`config.mk`:
```
export PLATFORM = sky130hd
export DESIGN_NAME = sinc_engine_sched
export DESIGN_NICKNAME = d
export VERILOG_FILES = /design/src/rtl/sinc_engine_sched.sv
export SDC_FILE = /design/constraint.sdc
export NUM_CORES = 1
export LEC_CHECK = 0
export CAP_MARGIN = 20
export CORE_AREA = 2 2 100 102
export CTS_BUF_LIST = sky130_fd_sc_hd__clkbuf_8
export DETAILED_ROUTE_END_ITERATION = 7
export DIE_AREA = 0 0 102 104
export HOLD_SLACK_MARGIN = 0.15
export PLACE_DENSITY = 0.87
export SYNTH_ARGS = -nofsm -noshare
export SYNTH_HDL_FRONTEND = slang
export SYNTH_SLANG_ARGS = --single-unit
```
`constraint.sdc`:
```
create_clock -name i_clk -period 4 [get_ports i_clk]
set_clock_uncertainty 0.1 [all_clocks]
set_input_delay 0.8 -clock i_clk [delete_from_list [all_inputs] [get_ports i_clk]]
set_output_delay 0.8 -clock i_clk [all_outputs]
set_load 0.05 [all_outputs]
```
`src/rtl/sinc_engine_sched.sv`:
```
// sinc_engine_sched
// Round-robin scheduler that time-shares one sinc evaluation engine between
// NUM_CH requesters. Each job grants one requester, latches its angle, pulses
// the engine frame clear, holds the angle for ENG_LAT cycles, captures the
// engine result and returns it on a valid/ready port tagged with the channel.
//
// Ports:
//   i_clk, i_rst_n   clock, asynchronous active-low reset
//   i_req_valid      per-channel request
//   i_req_theta      packed angles, channel c at [c*IN_WIDTH +: IN_WIDTH]
//   o_req_ready      one-hot grant, combinational, only while idle
//   o_eng_theta      angle held on the engine input
//   o_eng_clr_n      engine frame clear, active-low
//   i_eng_sinc       engine result
//   o_rsp_valid      response valid
//   i_rsp_ready      response accept
//   o_rsp_sinc       captured result
//   o_rsp_ch         channel of the response
//   i_abort          synchronous abort of an in-flight job
//   o_busy           scheduler not idle
//   o_done_cnt       accepted responses, wraps
module sinc_engine_sched #(
  parameter int NUM_CH   = 4,
  parameter int IN_WIDTH = 24,
  parameter int N_STAGES = 3,
  parameter int ENG_LAT  = (1 << N_STAGES) + 3,
  parameter int CH_W     = $clog2(NUM_CH),
  parameter int CNT_W    = 16
) (
  input  logic                       i_clk,
  input  logic                       i_rst_n,
  input  logic [NUM_CH-1:0]          i_req_valid,
  input  logic [NUM_CH*IN_WIDTH-1:0] i_req_theta,
  output logic [NUM_CH-1:0]          o_req_ready,
  output logic [IN_WIDTH-1:0]        o_eng_theta,
  output logic                       o_eng_clr_n,
  input  logic [IN_WIDTH-1:0]        i_eng_sinc,
  output logic                       o_rsp_valid,
  input  logic                       i_rsp_ready,
  output logic [IN_WIDTH-1:0]        o_rsp_sinc,
  output logic [CH_W-1:0]            o_rsp_ch,
  input  logic                       i_abort,
  output logic                       o_busy,
  output logic [CNT_W-1:0]           o_done_cnt
);

  localparam int CW = $clog2(ENG_LAT + 1);

  typedef enum logic [1:0] {IDLE, CLR, RUN, RESP} state_t;

  state_t               state_q, state_d;
  logic [CH_W-1:0]      rr_ptr_q, rr_ptr_d;
  logic [IN_WIDTH-1:0]  theta_q, theta_d;
  logic [CH_W-1:0]      ch_q, ch_d;
  logic [CW-1:0]        cnt_q, cnt_d;
  logic                 eng_clr_n_q, eng_clr_n_d;
  logic                 rsp_valid_q, rsp_valid_d;
  logic                 busy_q, busy_d;
  logic [IN_WIDTH-1:0]  rsp_sinc_q, rsp_sinc_d;
  logic [CH_W-1:0]      rsp_ch_q, rsp_ch_d;
  logic [CNT_W-1:0]     done_cnt_q, done_cnt_d;

  logic                 grant_found;
  logic [CH_W-1:0]      grant_idx;
  logic [CH_W:0]        scan_sum;
  logic                 grant_fire;
  logic [NUM_CH-1:0]    req_ready;
  logic [IN_WIDTH-1:0]  grant_theta;

  // Scan from the channel after the last grant, wrapping modulo NUM_CH.
  // The sum fits in CH_W+1 bits because both operands are below NUM_CH+1.
  always_comb begin
    grant_found = 1'b0;
    grant_idx   = '0;
    scan_sum    = '0;
    for (int i = 1; i <= NUM_CH; i++) begin
      scan_sum = {1'b0, rr_ptr_q} + (CH_W+1)'(i);
      if (scan_sum >= (CH_W+1)'(NUM_CH)) begin
        scan_sum = scan_sum - (CH_W+1)'(NUM_CH);
      end
      if (!grant_found && i_req_valid[scan_sum[CH_W-1:0]]) begin
        grant_found = 1'b1;
        grant_idx   = scan_sum[CH_W-1:0];
      end
    end
  end

  // The grant is gated by reset so no handshake can complete while the
  // scheduler is held in reset.
  assign grant_fire  = i_rst_n && (state_q == IDLE) && grant_found && !i_abort;
  assign grant_theta = i_req_theta[grant_idx*IN_WIDTH +: IN_WIDTH];

  always_comb begin
    req_ready = '0;
    if (grant_fire) begin
      req_ready[grant_idx] = 1'b1;
    end
  end

  // Next-state logic. o_eng_clr_n is registered, so eng_clr_n_d is the value
  // for the following cycle: low when entering CLR or after an abort.
  always_comb begin
    state_d     = state_q;
    rr_ptr_d    = rr_ptr_q;
    theta_d     = theta_q;
    ch_d        = ch_q;
    cnt_d       = cnt_q;
    eng_clr_n_d = 1'b1;
    rsp_sinc_d  = rsp_sinc_q;
    rsp_ch_d    = rsp_ch_q;
    done_cnt_d  = done_cnt_q;
    case (state_q)
      IDLE: begin
        if (grant_fire) begin
          theta_d     = grant_theta;
          ch_d        = grant_idx;
          rr_ptr_d    = grant_idx;
          eng_clr_n_d = 1'b0;
          state_d     = CLR;
        end
      end
      CLR: begin
        if (i_abort) begin
          eng_clr_n_d = 1'b0;
          state_d     = IDLE;
        end else begin
          cnt_d   = CW'(1);
          state_d = RUN;
        end
      end
      RUN: begin
        // Abort takes priority over the capture on the final cycle.
        if (i_abort) begin
          eng_clr_n_d = 1'b0;
          state_d     = IDLE;
        end else if (cnt_q == CW'(ENG_LAT)) begin
          rsp_sinc_d = i_eng_sinc;
          rsp_ch_d   = ch_q;
          state_d    = RESP;
        end else begin
          cnt_d = cnt_q + 1'b1;
        end
      end
      RESP: begin
        if (i_rsp_ready) begin
          done_cnt_d = done_cnt_q + 1'b1;
          state_d    = IDLE;
        end
      end
      default: begin
        state_d = IDLE;
      end
    endcase
    rsp_valid_d = (state_d == RESP);
    busy_d      = (state_d != IDLE);
  end

  always_ff @(posedge i_clk or negedge i_rst_n) begin
    if (!i_rst_n) begin
      state_q     <= IDLE;
      rr_ptr_q    <= CH_W'(NUM_CH - 1);
      theta_q     <= '0;
      ch_q        <= '0;
      cnt_q       <= '0;
      eng_clr_n_q <= 1'b0;
      rsp_valid_q <= 1'b0;
      busy_q      <= 1'b0;
      rsp_sinc_q  <= '0;
      rsp_ch_q    <= '0;
      done_cnt_q  <= '0;
    end else begin
      state_q     <= state_d;
      rr_ptr_q    <= rr_ptr_d;
      theta_q     <= theta_d;
      ch_q        <= ch_d;
      cnt_q       <= cnt_d;
      eng_clr_n_q <= eng_clr_n_d;
      rsp_valid_q <= rsp_valid_d;
      busy_q      <= busy_d;
      rsp_sinc_q  <= rsp_sinc_d;
      rsp_ch_q    <= rsp_ch_d;
      done_cnt_q  <= done_cnt_d;
    end
  end

  assign o_req_ready = req_ready;
  assign o_eng_theta = theta_q;
  assign o_eng_clr_n = eng_clr_n_q;
  assign o_rsp_valid = rsp_valid_q;
  assign o_rsp_sinc  = rsp_sinc_q;
  assign o_rsp_ch    = rsp_ch_q;
  assign o_busy      = busy_q;
  assign o_done_cnt  = done_cnt_q;

endmodule
```
==> flow_metrics.env, run 1 <==
export IMPL_status="finished clean"
export IMPL_worst_pin_slew_ps=1130
export IMPL_critPathMaxFanout=26
export IMPL_dr_pass1_iters=4
export IMPL_antenna_found_initial=0
export IMPL_swShare_pct=44.1
export IMPL_multiInputGateArea_um2=2110
export IMPL_critical_path_class="in -> out"
export IMPL_synthArstFlopShare_pct=100
export IMPL_peakVddDrop_mv=0.352
export IMPL_grt_start_max_net_pins=80
export IMPL_drive_gt1_share_pct=16.2
export IMPL_nFillCells=733
export IMPL_cts_tree="built"
export IMPL_grt_usage_pct=23.4
export IMPL_postLayoutCellArea_um2=6630
export IMPL_power_mw=3.54
export IMPL_die_h_um=104
export IMPL_dieArea_um2=10600
export IMPL_syn2layout_area_growth_pct=53.2
export IMPL_worstPathArrival_ps=2800
export IMPL_synth_mux_area_share_pct=7.03
export IMPL_setup_violations=0
export IMPL_yosysUniqueCellTypes=51
export IMPL_clock_sink_count=79
export IMPL_critPathSlowestCell="a221oi_1"
export IMPL_crit_chain="clkdlybuf4s50_1, buf_4, inv_1, o21ai_0, a221oi_1, o21ba_2, buf_12"
export IMPL_cts_root_buf="clkbuf_8"
export IMPL_route_vias_total=3970
export IMPL_period_needed_ps=3700
export IMPL_drv_cap=0
export IMPL_grt_overflow_total=0
export IMPL_cts_resized=0
export IMPL_place_hpwl_um=9490
export IMPL_r2r_slack_ps=1680
export IMPL_port_buffers=200
export IMPL_htree_levels=3
export IMPL_hold_path_class="in -> async"
export IMPL_gp_congestion=0.862
export IMPL_final_antenna_net_count=0
export IMPL_r2r_end="o_eng_theta[18]"
export IMPL_drt_iter0_drc=144
export IMPL_dp_cells=716
export IMPL_dr_wl_met2_um=6430
export IMPL_period_share_pct=92.4
export IMPL_yosysSeqAreaShare_pct=45.7
export IMPL_pwr_share_clk_pct=18.5
export IMPL_ys_ff_latch=79
export IMPL_r2r_start="rr_ptr_q[0]"
export IMPL_worst_r2r_path_depth=4
export IMPL_top_layer_used="met4"
export IMPL_slew_viol_final=0
export IMPL_synth_edf_count=0
export IMPL_cell_internal_pwr_mw=1.98
export IMPL_wl_met1_um=4920
export IMPL_final_core_util_pct=69.4
export IMPL_power_net_switching_mw=1.56
export IMPL_io_pins=201
export IMPL_syn_inst=403
export IMPL_fin_cells=733
export IMPL_cts_max_path_buffers=2
export IMPL_wl_per_cell_um=17.4
export IMPL_insertion_delay_ps=350
export IMPL_combPwrFrac_pct=49.7
export IMPL_synth_simple_area_share_pct=16.5
export IMPL_cp_slowest_stage_delay_ps=620
export IMPL_tns_ps=0
export IMPL_synth_top_family_by_area="compound AO/OA/AOI/OAI gates"
export IMPL_cts_setup_buffers=0
export IMPL_cts_buffers=9
export IMPL_die_w_um=102
export IMPL_synth_compound_area_share_pct=20.1
export IMPL_final_cell_mix="clkdlybuf4s50_1, dfrtp_1, nor2_1"
export IMPL_first_global_vias=3833
export IMPL_synthFlopType="dfrtp_1"
export IMPL_antennaDiodeCount=0
export IMPL_synth_adder_area_share_pct=2.02
export IMPL_grt_pass1_wl_um=19400
export IMPL_wl_um=12700
export IMPL_synth_area_per_cell_um2=10.7
export IMPL_dr_wl_met3_um=1190
export IMPL_rsz0062_at_grt="no"
export IMPL_rows=36
export IMPL_p_leak_nw=2.69
export IMPL_clk_pin_slew_ps=90
export IMPL_nNetsFinal=730
export IMPL_whs_ps=300
export IMPL_viasPerCell=5.42
export IMPL_dpl_worst_slack_ps=316
export IMPL_worstPathRequired_ps=3100
export IMPL_start_kind="input port"
export IMPL_core_area_um2=9550
export IMPL_synth_xor_area_share_pct=3.04
export IMPL_hold_viol_final=0
export IMPL_syn_area_um2=4330
export IMPL_seqCellArea_um2=1980
export IMPL_power_frac_seq_pct=31.8
export IMPL_crit_path_end_kind="output pin"
export IMPL_setup_ws_ps=303
export IMPL_p_per_area_nw_per_um2=534
export IMPL_max_freq_mhz=271
export IMPL_syn_nets=538
export IMPL_ys_warn_count=0
export IMPL_initial_core_util_pct=45.3
export IMPL_final_common_cell="clkdlybuf4s50_1"
export IMPL_cts_hold_buf=0
export IMPL_slew_limit_headroom_pct=24.7
export IMPL_place_area_um2=6380
export IMPL_route_detailed_drc=0
==> how the worst max path moves through the flow <==
stage	startpoint	cells past startpoint	slack (ps)	end
2_1_floorplan	i_req_valid[0]	5	490	o_req_ready[1]
6_report	i_req_valid[1]	7	300	o_req_ready[2]
3_3_place_gp	i_req_valid[1]	7	510	o_req_ready[2]
3_5_place_dp	i_req_valid[1]	7	320	o_req_ready[2]
4_1_cts	i_req_valid[1]	7	310	o_req_ready[2]
5_1_grt	i_req_valid[1]	7	200	o_req_ready[2]
==> logic make-up (layout without fill, tap and decap cells) <==
family | count (synthesis) | count (layout)
and+or+nand+nor | 137 | 137
DFF | 79 | 79
AOI/OAI and AO/OA | 101 | 101
adders and majority gates | 7 | 7
muxes | 27 | 27
xor gates and xnor gates | 15 | 15
buffers and inverters | 37 | 234
==> cell type report <==
type	count	share of cell area, %
Clock buffer	9	1.87
Multi-Input combinational cell	287	31.8
Tap cell	133	2.51
Inverter	8	0.453
Clock inverter	7	1.45
Sequential cell	79	29.9
Timing Repair Buffer	210	32.0
==> cells in the mapped netlist (2+ instances only) <==
master | n | share of area, %
a31oi_1 | 24 | 3.5
dfrtp_1 | 77 | 45
or2_2 | 2 | 0.29
ha_1 | 7 | 2.0
nor4b_1 | 2 | 0.40
mux2_2 | 27 | 7.0
nand2b_1 | 4 | 0.58
xor2_1 | 4 | 0.81
dfstp_2 | 2 | 1.2
o21ai_1 | 2 | 0.23
nand3_1 | 29 | 3.4
inv_1 | 8 | 0.69
a21oi_1 | 5 | 0.58
buf_6 | 9 | 2.3
nor3_1 | 8 | 0.93
buf_4 | 3 | 0.52
a221oi_2 | 24 | 8.3
and3_1 | 3 | 0.43
nand4_1 | 3 | 0.43
a221o_1 | 3 | 0.69
nor2_1 | 34 | 2.9
nand2_1 | 16 | 1.4
o21ai_0 | 31 | 3.6
buf_2 | 6 | 0.69
xnor2_1 | 11 | 2.2
and2_1 | 26 | 3.8
clkbuf_1 | 9 | 0.78
==> per-layer routing <==
metal / vias to the layer above / global-route usage (%)
met5: - / 0
met2: 202 / 41.1
met1: 1892 / 27.3
met3: 16 / 7.12
met4: 0 / 6.19
li1: 1860 / -
==> power groups by stage <==
| stage | Sequential (mW) | Clock (mW) | Combinational (mW) |
|---|---|---|---|
| after CTS | 1.13 | 0.671 | 1.76 |
| after global placement | 1.13 | 0 | 1.72 |
| after global routing | 1.15 | 0.707 | 1.85 |
| after detailed placement | 1.14 | 0 | 1.76 |
| after floorplan | 1.63 | 0 | 0.673 |
| final | 1.13 | 0.656 | 1.76 |
==> registers in the layout, indices dropped and copies added, names as in the netlist, 2 cells and up <==
signal and count:
state_q 2, o_done_cnt 16, cnt_q 4, o_eng_theta 24, rr_ptr_q 2, o_rsp_sinc 24
ch_q 2, o_rsp_ch 2
==> worst max-delay path: cells and delay by family <==
kind                   cells  cell delay [ps]
AOI/OAI and AO/OA          3              970
buffers and inverters      4             1020
Note: power is estimated with default switching activity, not from simulation.
==> inputs of run 2 (changes only) <==
Settings changed: CORE_AREA 2 2 100 102 to 2 2 83 124, DIE_AREA 0 0 102 104 to 0 0 85 126, PLACE_DENSITY 0.87 to 0.86.
==> run 2 against run 1 <==
Global-route usage up 0.52 points; clock power is 3.0% lower; non-clock buffer count rose by 1; first-iteration DRC count increased by 57%; cell count fell by 2.3%; die area up 0.96%; sequential power about the same; sequential share of layout area rose by 0.14 points; register-to-register slack improved by 160 ps; routed wire length increased by 1.3%; maximum frequency increased by 4.4%; via count up 1.8%; largest cell class unchanged; highest routed layer unchanged.
==> flow_metrics.env, run 2 (synthesis gave the netlist of run 1 again) <==
export IMPL_status="finished clean"
export IMPL_htree_levels=3
export IMPL_crit_path_end_kind="output pin"
export IMPL_initial_core_util_pct=44.9
export IMPL_p_per_area_nw_per_um2=535
export IMPL_route_detailed_drc=0
export IMPL_fin_cells=716
export IMPL_period_share_pct=88.6
export IMPL_hold_viol_final=0
export IMPL_cts_root_buf="clkbuf_8"
export IMPL_wl_per_cell_um=18.0
export IMPL_dp_cells=699
export IMPL_grt_start_max_net_pins=80
export IMPL_nFillCells=743
export IMPL_final_common_cell="clkdlybuf4s50_1"
export IMPL_die_h_um=126
export IMPL_critPathMaxFanout=9
export IMPL_io_pins=201
export IMPL_grt_overflow_total=0
export IMPL_nNetsFinal=731
export IMPL_period_needed_ps=3540
export IMPL_p_leak_nw=2.70
export IMPL_start_kind="input port"
export IMPL_cts_hold_buf=0
export IMPL_cts_max_path_buffers=2
export IMPL_antennaDiodeCount=0
export IMPL_final_core_util_pct=68.5
export IMPL_drt_iter0_drc=226
export IMPL_critical_path_class="in -> out"
export IMPL_die_w_um=85
export IMPL_tns_ps=0
export IMPL_cts_resized=0
export IMPL_first_global_vias=4117
export IMPL_wl_um=12900
export IMPL_antenna_found_initial=0
export IMPL_syn2layout_area_growth_pct=52.5
export IMPL_slew_viol_final=0
export IMPL_cts_setup_buffers=0
export IMPL_worstPathArrival_ps=2640
export IMPL_drv_cap=0
export IMPL_worstPathRequired_ps=3100
export IMPL_slew_limit_headroom_pct=35.7
export IMPL_setup_violations=0
export IMPL_port_buffers=200
export IMPL_final_antenna_net_count=0
export IMPL_rsz0062_at_grt="no"
export IMPL_dpl_worst_slack_ps=504
export IMPL_viasPerCell=5.64
export IMPL_core_area_um2=9630
export IMPL_final_cell_mix="clkdlybuf4s50_1, dfrtp_1, nor2_1"
export IMPL_grt_pass1_wl_um=20400
export IMPL_max_freq_mhz=282
export IMPL_rows=44
export IMPL_hold_path_class="in -> async"
export IMPL_clk_pin_slew_ps=80
export IMPL_route_vias_total=4041
export IMPL_peakVddDrop_mv=0.408
export IMPL_worst_pin_slew_ps=965
export IMPL_gp_congestion=0.820
export IMPL_setup_ws_ps=458
export IMPL_grt_usage_pct=23.9
export IMPL_cts_buffers=9
export IMPL_dr_pass1_iters=5
export IMPL_dieArea_um2=10700
export IMPL_drive_gt1_share_pct=16.5
export IMPL_cts_tree="built"
export IMPL_clock_sink_count=79
export IMPL_insertion_delay_ps=340
export IMPL_place_hpwl_um=9580
-- run 2: power breakdown --
group	switching (mW)	internal (mW)	leakage, nW
registers	0.134	0.990	0.989
logic	1.13	0.640	1.60
clock network	0.295	0.341	0.109
-- run 2: per-stage QoR --
step,area (µm²),power [mW],hold slack (ps)
6_report,6600,3.53,345
5_1_grt,6600,3.69,340
4_1_cts,6570,3.55,391
3_5_place_dp,6350,2.90,370
3_3_place_gp,6350,2.86,363
2_1_floorplan,4330,2.30,341
-- run 2: cell type report --
cell class                      count  area [µm²]  share of cell area, %
Clock buffer                       12         165                   2.50
Clock inverter                      4        51.3                  0.778
Tap cell                          115         144                   2.18
Inverter                            8        30.0                  0.455
Multi-Input combinational cell    287        2110                   32.0
Timing Repair Buffer              211        2120                   32.1
Sequential cell                    79        1980                   30.0
-- run 2: final timing paths --
path / start / end / slack, ps / cells after the start
max: i_req_valid[0] / o_req_ready[2] / 460 / 5
min reg2reg: o_done_cnt[15] / o_done_cnt[15] / 390 / 1
max reg2reg: state_q[0] / o_rsp_sinc[23] / 1840 / 6
min in group i_clk: o_done_cnt[15] / o_done_cnt[15] / 390 / 1
min: i_rst_n / o_rsp_sinc[0] / 350 / 2
max in group asynchronous: i_rst_n / rr_ptr_q[1] / 2840 / 3
-- run 2: worst max-delay path, cell delays in order --
cell and delay (ps):
clkdlybuf4s50_1 700, o21ai_0 150, a221oi_1 580, o21ba_2 220, buf_4 200
-- run 2: layer usage --
| layer | vias up | wire length, µm | global-route usage [%] |
|---|---|---|---|
| met5 | - | 0 | 0 |
| met4 | 0 | 306 | 9.06 |
| met3 | 28 | 820 | 5.05 |
| met2 | 196 | 6970 | 41.9 |
| met1 | 1958 | 4790 | 28.3 |
| li1 | 1859 | - | - |
